**config.mk**
```make
export PLATFORM = sky130hd
export DESIGN_NAME = seq_mul_wb
export DESIGN_NICKNAME = d
export VERILOG_FILES = /design/src/rtl/seq_mul_wb.sv
export SDC_FILE = /design/constraint.sdc
export NUM_CORES = 1
export LEC_CHECK = 0
export BUFFER_PORTS_ARGS = -buffer_cell sky130_fd_sc_hd__buf_2
export CORE_MARGIN = 3
export CORE_UTILIZATION = 55
export CTS_BUF_LIST = sky130_fd_sc_hd__clkbuf_4 sky130_fd_sc_hd__clkbuf_8
export DETAILED_ROUTE_END_ITERATION = 16
export MAX_ROUTING_LAYER = met4
export PLACE_DENSITY = 0.75
export SKIP_LAST_GASP = 1
export SYNTH_ARGS = -nofsm -noshare
export SYNTH_HDL_FRONTEND = slang
export SYNTH_SLANG_ARGS = --single-unit
```
**constraint.sdc**
```tcl
create_clock -name clk -period 10.5 [get_ports clk]
set_input_delay 0.525 -clock clk [delete_from_list [all_inputs] [get_ports clk]]
set_output_delay 0.525 -clock clk [all_outputs]
set_load 0.05 [all_outputs]
```
**src/rtl/seq_mul_wb.sv**
```systemverilog
// Multi-cycle radix-2 shift-add multiplier with a one-cycle register-file
// write port carrying the full double-width product.
module seq_mul_wb #(
   parameter int WIDTH = 32,
   parameter int AW    = 5
) (
   input  logic             clk,
   input  logic             reset,
   input  logic             start,
   input  logic             isSigned,
   input  logic [WIDTH-1:0] opA,
   input  logic [WIDTH-1:0] opB,
   input  logic [AW-1:0]    dstAddr,
   output logic             busy,
   output logic             done,
   output logic             RegWrite,
   output logic [AW-1:0]    wrAddr,
   output logic [WIDTH-1:0] wrData,
   output logic [WIDTH-1:0] wrDataExt
);

   localparam int CW = $clog2(WIDTH);

   typedef enum logic [1:0] {
      IDLE,
      RUN,
      FIN
   } state_t;

   state_t state, state_nx;

   logic [WIDTH-1:0]   mcand;
   logic [WIDTH-1:0]   hi;
   logic [WIDTH-1:0]   lo;
   logic               neg;
   logic [CW-1:0]      cnt;
   logic [AW-1:0]      dst;
   logic [WIDTH-1:0]   mag_a;
   logic [WIDTH-1:0]   mag_b;
   logic [WIDTH:0]     sum;
   logic [2*WIDTH-1:0] prod;
   logic [2*WIDTH-1:0] res;
   logic               last;

   // Negating the most negative value wraps to itself, which is the
   // correct unsigned magnitude.
   always_comb begin
      mag_a = (isSigned && opA[WIDTH-1]) ? -opA : opA;
      mag_b = (isSigned && opB[WIDTH-1]) ? -opB : opB;
      sum   = {1'b0, hi} + (lo[0] ? {1'b0, mcand} : '0);
      prod  = {sum, lo[WIDTH-1:1]};
      res   = neg ? -prod : prod;
      last  = (cnt == CW'(WIDTH - 1));
   end

   always_ff @(posedge clk or posedge reset) begin
      if (reset) state <= IDLE;
      else       state <= state_nx;
   end

   always_comb begin
      state_nx = state;
      busy     = 1'b0;
      done     = 1'b0;
      RegWrite = 1'b0;
      unique case (state)
         IDLE: begin
            if (start) state_nx = RUN;
         end
         RUN: begin
            busy = 1'b1;
            if (last) state_nx = FIN;
         end
         FIN: begin
            busy     = 1'b1;
            done     = 1'b1;
            RegWrite = 1'b1;
            state_nx = IDLE;
         end
         default: state_nx = IDLE;
      endcase
   end

   always_ff @(posedge clk or posedge reset) begin
      if (reset) begin
         mcand     <= '0;
         hi        <= '0;
         lo        <= '0;
         neg       <= 1'b0;
         cnt       <= '0;
         dst       <= '0;
         wrAddr    <= '0;
         wrData    <= '0;
         wrDataExt <= '0;
      end else begin
         unique case (state)
            IDLE: begin
               if (start) begin
                  mcand <= mag_a;
                  hi    <= '0;
                  lo    <= mag_b;
                  neg   <= isSigned & (opA[WIDTH-1] ^ opB[WIDTH-1]);
                  dst   <= dstAddr;
                  cnt   <= '0;
               end
            end
            RUN: begin
               hi  <= prod[2*WIDTH-1:WIDTH];
               lo  <= prod[WIDTH-1:0];
               cnt <= cnt + 1'b1;
               // Final iteration folds sign correction into the FIN load.
               if (last) begin
                  wrAddr    <= dst;
                  wrData    <= res[WIDTH-1:0];
                  wrDataExt <= res[2*WIDTH-1:WIDTH];
               end
            end
            default: ;
         endcase
      end
   end

endmodule
```
==> results.toml <==
[setup_path]
worst_path_largest_cell_delay_ps = 980
crit_chain = "and2_1 -> ha_1 -> fa_1 -> a21o_1 -> a311oi_1 -> or4b_1 -> a21oi_1 -> nor4_1 -> a2111oi_0 -> nand4b_1 -> o41ai_1 -> xnor2_1 -> o21ai_1"
r2r_cells = 13
cp.required_ps = 10830
path_max_fanout = 33
arrival_ps = 5390
r2r-end = "wrDataExt[30]"
slowest_stage = "dfrtp_1"
path_buf_inv = 0
worstReg2RegStart = "lo[0]"
endpoint_kind = "register"
regToRegSetupSlack_ps = 5440
critPathTopFamily = "compound AO/OA/AOI/OAI gates"
start_kind = "register"
crit_type = "register to register"

[logic_synthesis]
syn_inst = 1312
ys_seq_area_frac = 0.3900
synth_edf_count = 0
yosys.area.top_type_share = 0.3900
syn-cell-area_sq_mm = 0.01142
yosys.area.top_type = "dfrtp_1"
synth_nets = 1426
yosys_register_bits = 178
ys_types = 70
synth.avg_cell_area_sq_um = 8.705
yosys_warnings = 0
synthTopCellsByArea = "dfrtp_1 39%, o21ai_0 7.4%, xor2_1 7.1%, nand2_1 6.4%, ha_1 4.4%"
synth_ff_type = "dfrtp_1"
synth_async_sr_flop_share = 1.000

[final_layout]
layout_commonest_cell = "nand2_1"
layout_common_cells = "194 x nand2_1, 177 x dfrtp_1, 169 x o21ai_0"
fillCellCount = 1831
final_area_sq_mm = 0.01276
drive_gt1_frac = 0.1454
nNetsFinal = 1526
areaGrowthSynthToFinish_pct = 11.72
final_util = 0.6286

[cts]
clock_latency_ps = 480
postCtsSetupBuffers = 0
post_cts_resized = 0
clock-sinks = 178
cts_tree = "built"
postCtsHoldBufs = 0
clock_path_buffers = 2
cts_max_level = 4
clkTransAtPathRegs_ps = 100
cts_root_buffer = "clkbuf_8"
cts_made_buffers = 17

[drt]
drc_errors = 0
drtIter0Drc = 788
vias_per_cell = 5.905
wirelength_mm = 29.79
ant_nets = 0
vias = 10010
dr.pass1.iters = 5
wl_per_cell_um = 17.57

[die]
dieArea_sq_mm = 0.02253
ios = 145
initial_utilization = 0.5626
rows = 52
die_h_um = 150.1
dieWidth_um = 150.1
core_sq_mm = 0.02030

[placed_design]
placed_area_sq_mm = 0.01229
port_buffers = 144
place_hpwl_mm = 22.01
place_congestion = 1.004

[global_routing]
grt_pass1_wl_mm = 48.19
grt_usage = 0.2753
grt_antenna_before_repair = 1
grt_pass1_vias = 9154
gr-total-overflow = 0
grt_max_degree = 78

[sta]
skew_ps = 14.82
slew_headroom = 0.2681
setup_viol = 0
fin_crit_ps = 5062
tightest_slew_ps = 1098
rsz0062_at_grt = "false"
fmax_mhz = 197.5
finalMaxSlewViolations = 0
hold_viol_final = 0
setup_tns_ps = 0
final.period_utilization = 0.4821

[flow_run]
max-cap-violations = 0

[status]
status = "complete, no violations"

[pwr]
p_leak_nw = 5.918
irDropWorstVdd_mv = 0.1401
power_density_mw_per_mm2 = 244.5

[hold_path]
hold_path_class = "input pin to asynchronous set/reset pin"
-- how the worst max path moves through the flow --
stage	startpoint	cells past startpoint	slack (ps)	end
finish	lo[0]	13	5440	wrDataExt[30]
global route	lo[0]	13	5020	wrDataExt[27]
CTS	lo[0]	13	5450	wrDataExt[30]
detailed placement	lo[0]	13	5480	wrDataExt[30]
global placement	lo[0]	13	5670	wrDataExt[30]
floorplan	reset	1	5140	cnt[0]
-- cell families (layout without fill, tap and decap cells) --
group / count (synthesis) / count (layout) / synth area share
compound gates: 434 / 434 / 0.2375
flops: 178 / 178 / 0.3900
simple gates: 409 / 409 / 0.1770
buf+inv: 100 / 212 / 0.03320
mux: 10 / 10 / 0.009312
fa+ha+maj: 41 / 41 / 0.04557
xor+xnor: 140 / 140 / 0.1074
other cells: 0 / 1 / 0
-- area by class of cell --
class | instances | area (sq um) | area share
repair buffers | 151 | 773.2 | 0.06060
inverters | 30 | 117.6 | 0.009218
diodes | 1 | 2.502 | 0.0001961
multi-input cells | 1034 | 6609 | 0.5179
clock inverters | 13 | 222.7 | 0.01745
clock buffers | 18 | 241.5 | 0.01893
well taps | 270 | 337.8 | 0.02648
flip-flops and latches | 178 | 4456 | 0.3492
-- power breakdown --
group / switching, W / internal (W)
clock network: 0.000271 / 0.000291
registers: 0.000216 / 0.000863
logic: 0.000927 / 0.000553
-- stage by stage --
stage	instances	worst slack, ps	total power, W	hold WS (ps)
6_report	1695	5438	0.003120	140.6
3_5_place_dp	1663	5485	0.002547	453.2
3_3_place_gp	1663	5672	0.002516	441.8
4_1_cts	1694	5453	0.003112	147.3
2_1_floorplan	1312	5145	0.002152	433.1
5_1_grt	1695	5019	0.003353	187.4
-- Yosys cell counts (all sizes together) (7+ instances only) --
| master | number |
|---|---|
| or3 | 13 |
| nor4 | 10 |
| nor3 | 23 |
| nand3 | 16 |
| o31ai | 31 |
| a21o | 12 |
| o21ai | 185 |
| o41ai | 15 |
| and2 | 40 |
| xor2 | 92 |
| a21oi | 72 |
| a22oi | 18 |
| inv | 30 |
| o21bai | 7 |
| xnor2 | 48 |
| or4 | 8 |
| a31oi | 9 |
| nand4 | 11 |
| nand2 | 196 |
| nand2b | 12 |
| a211oi | 7 |
| a22o | 29 |
| o211ai | 8 |
| dfrtp | 178 |
| and3 | 7 |
| ha | 40 |
| clkbuf | 63 |
| nor2 | 53 |
| buf | 7 |
-- flip-flops by register name (all words and copies together) (netlist names) --
signal	flops
hi	32
lo	32
mcand	32
wrDataExt	32
wrData	32
cnt	5
dst	5
wrAddr	5
state	2
neg	1
-- layer usage --
| metal | vias up | part of all wire | global-route usage |
|---|---|---|---|
| met5 | - | 0 | - |
| met4 | 0 | 0.020 | 0.07457 |
| met3 | 40 | 0.062 | 0.03733 |
| met2 | 337 | 0.44 | 0.4111 |
| met1 | 4727 | 0.48 | 0.3975 |
| li1 | 4905 | - | - |
No activity file was read; power rests on OpenSTA's default activity.
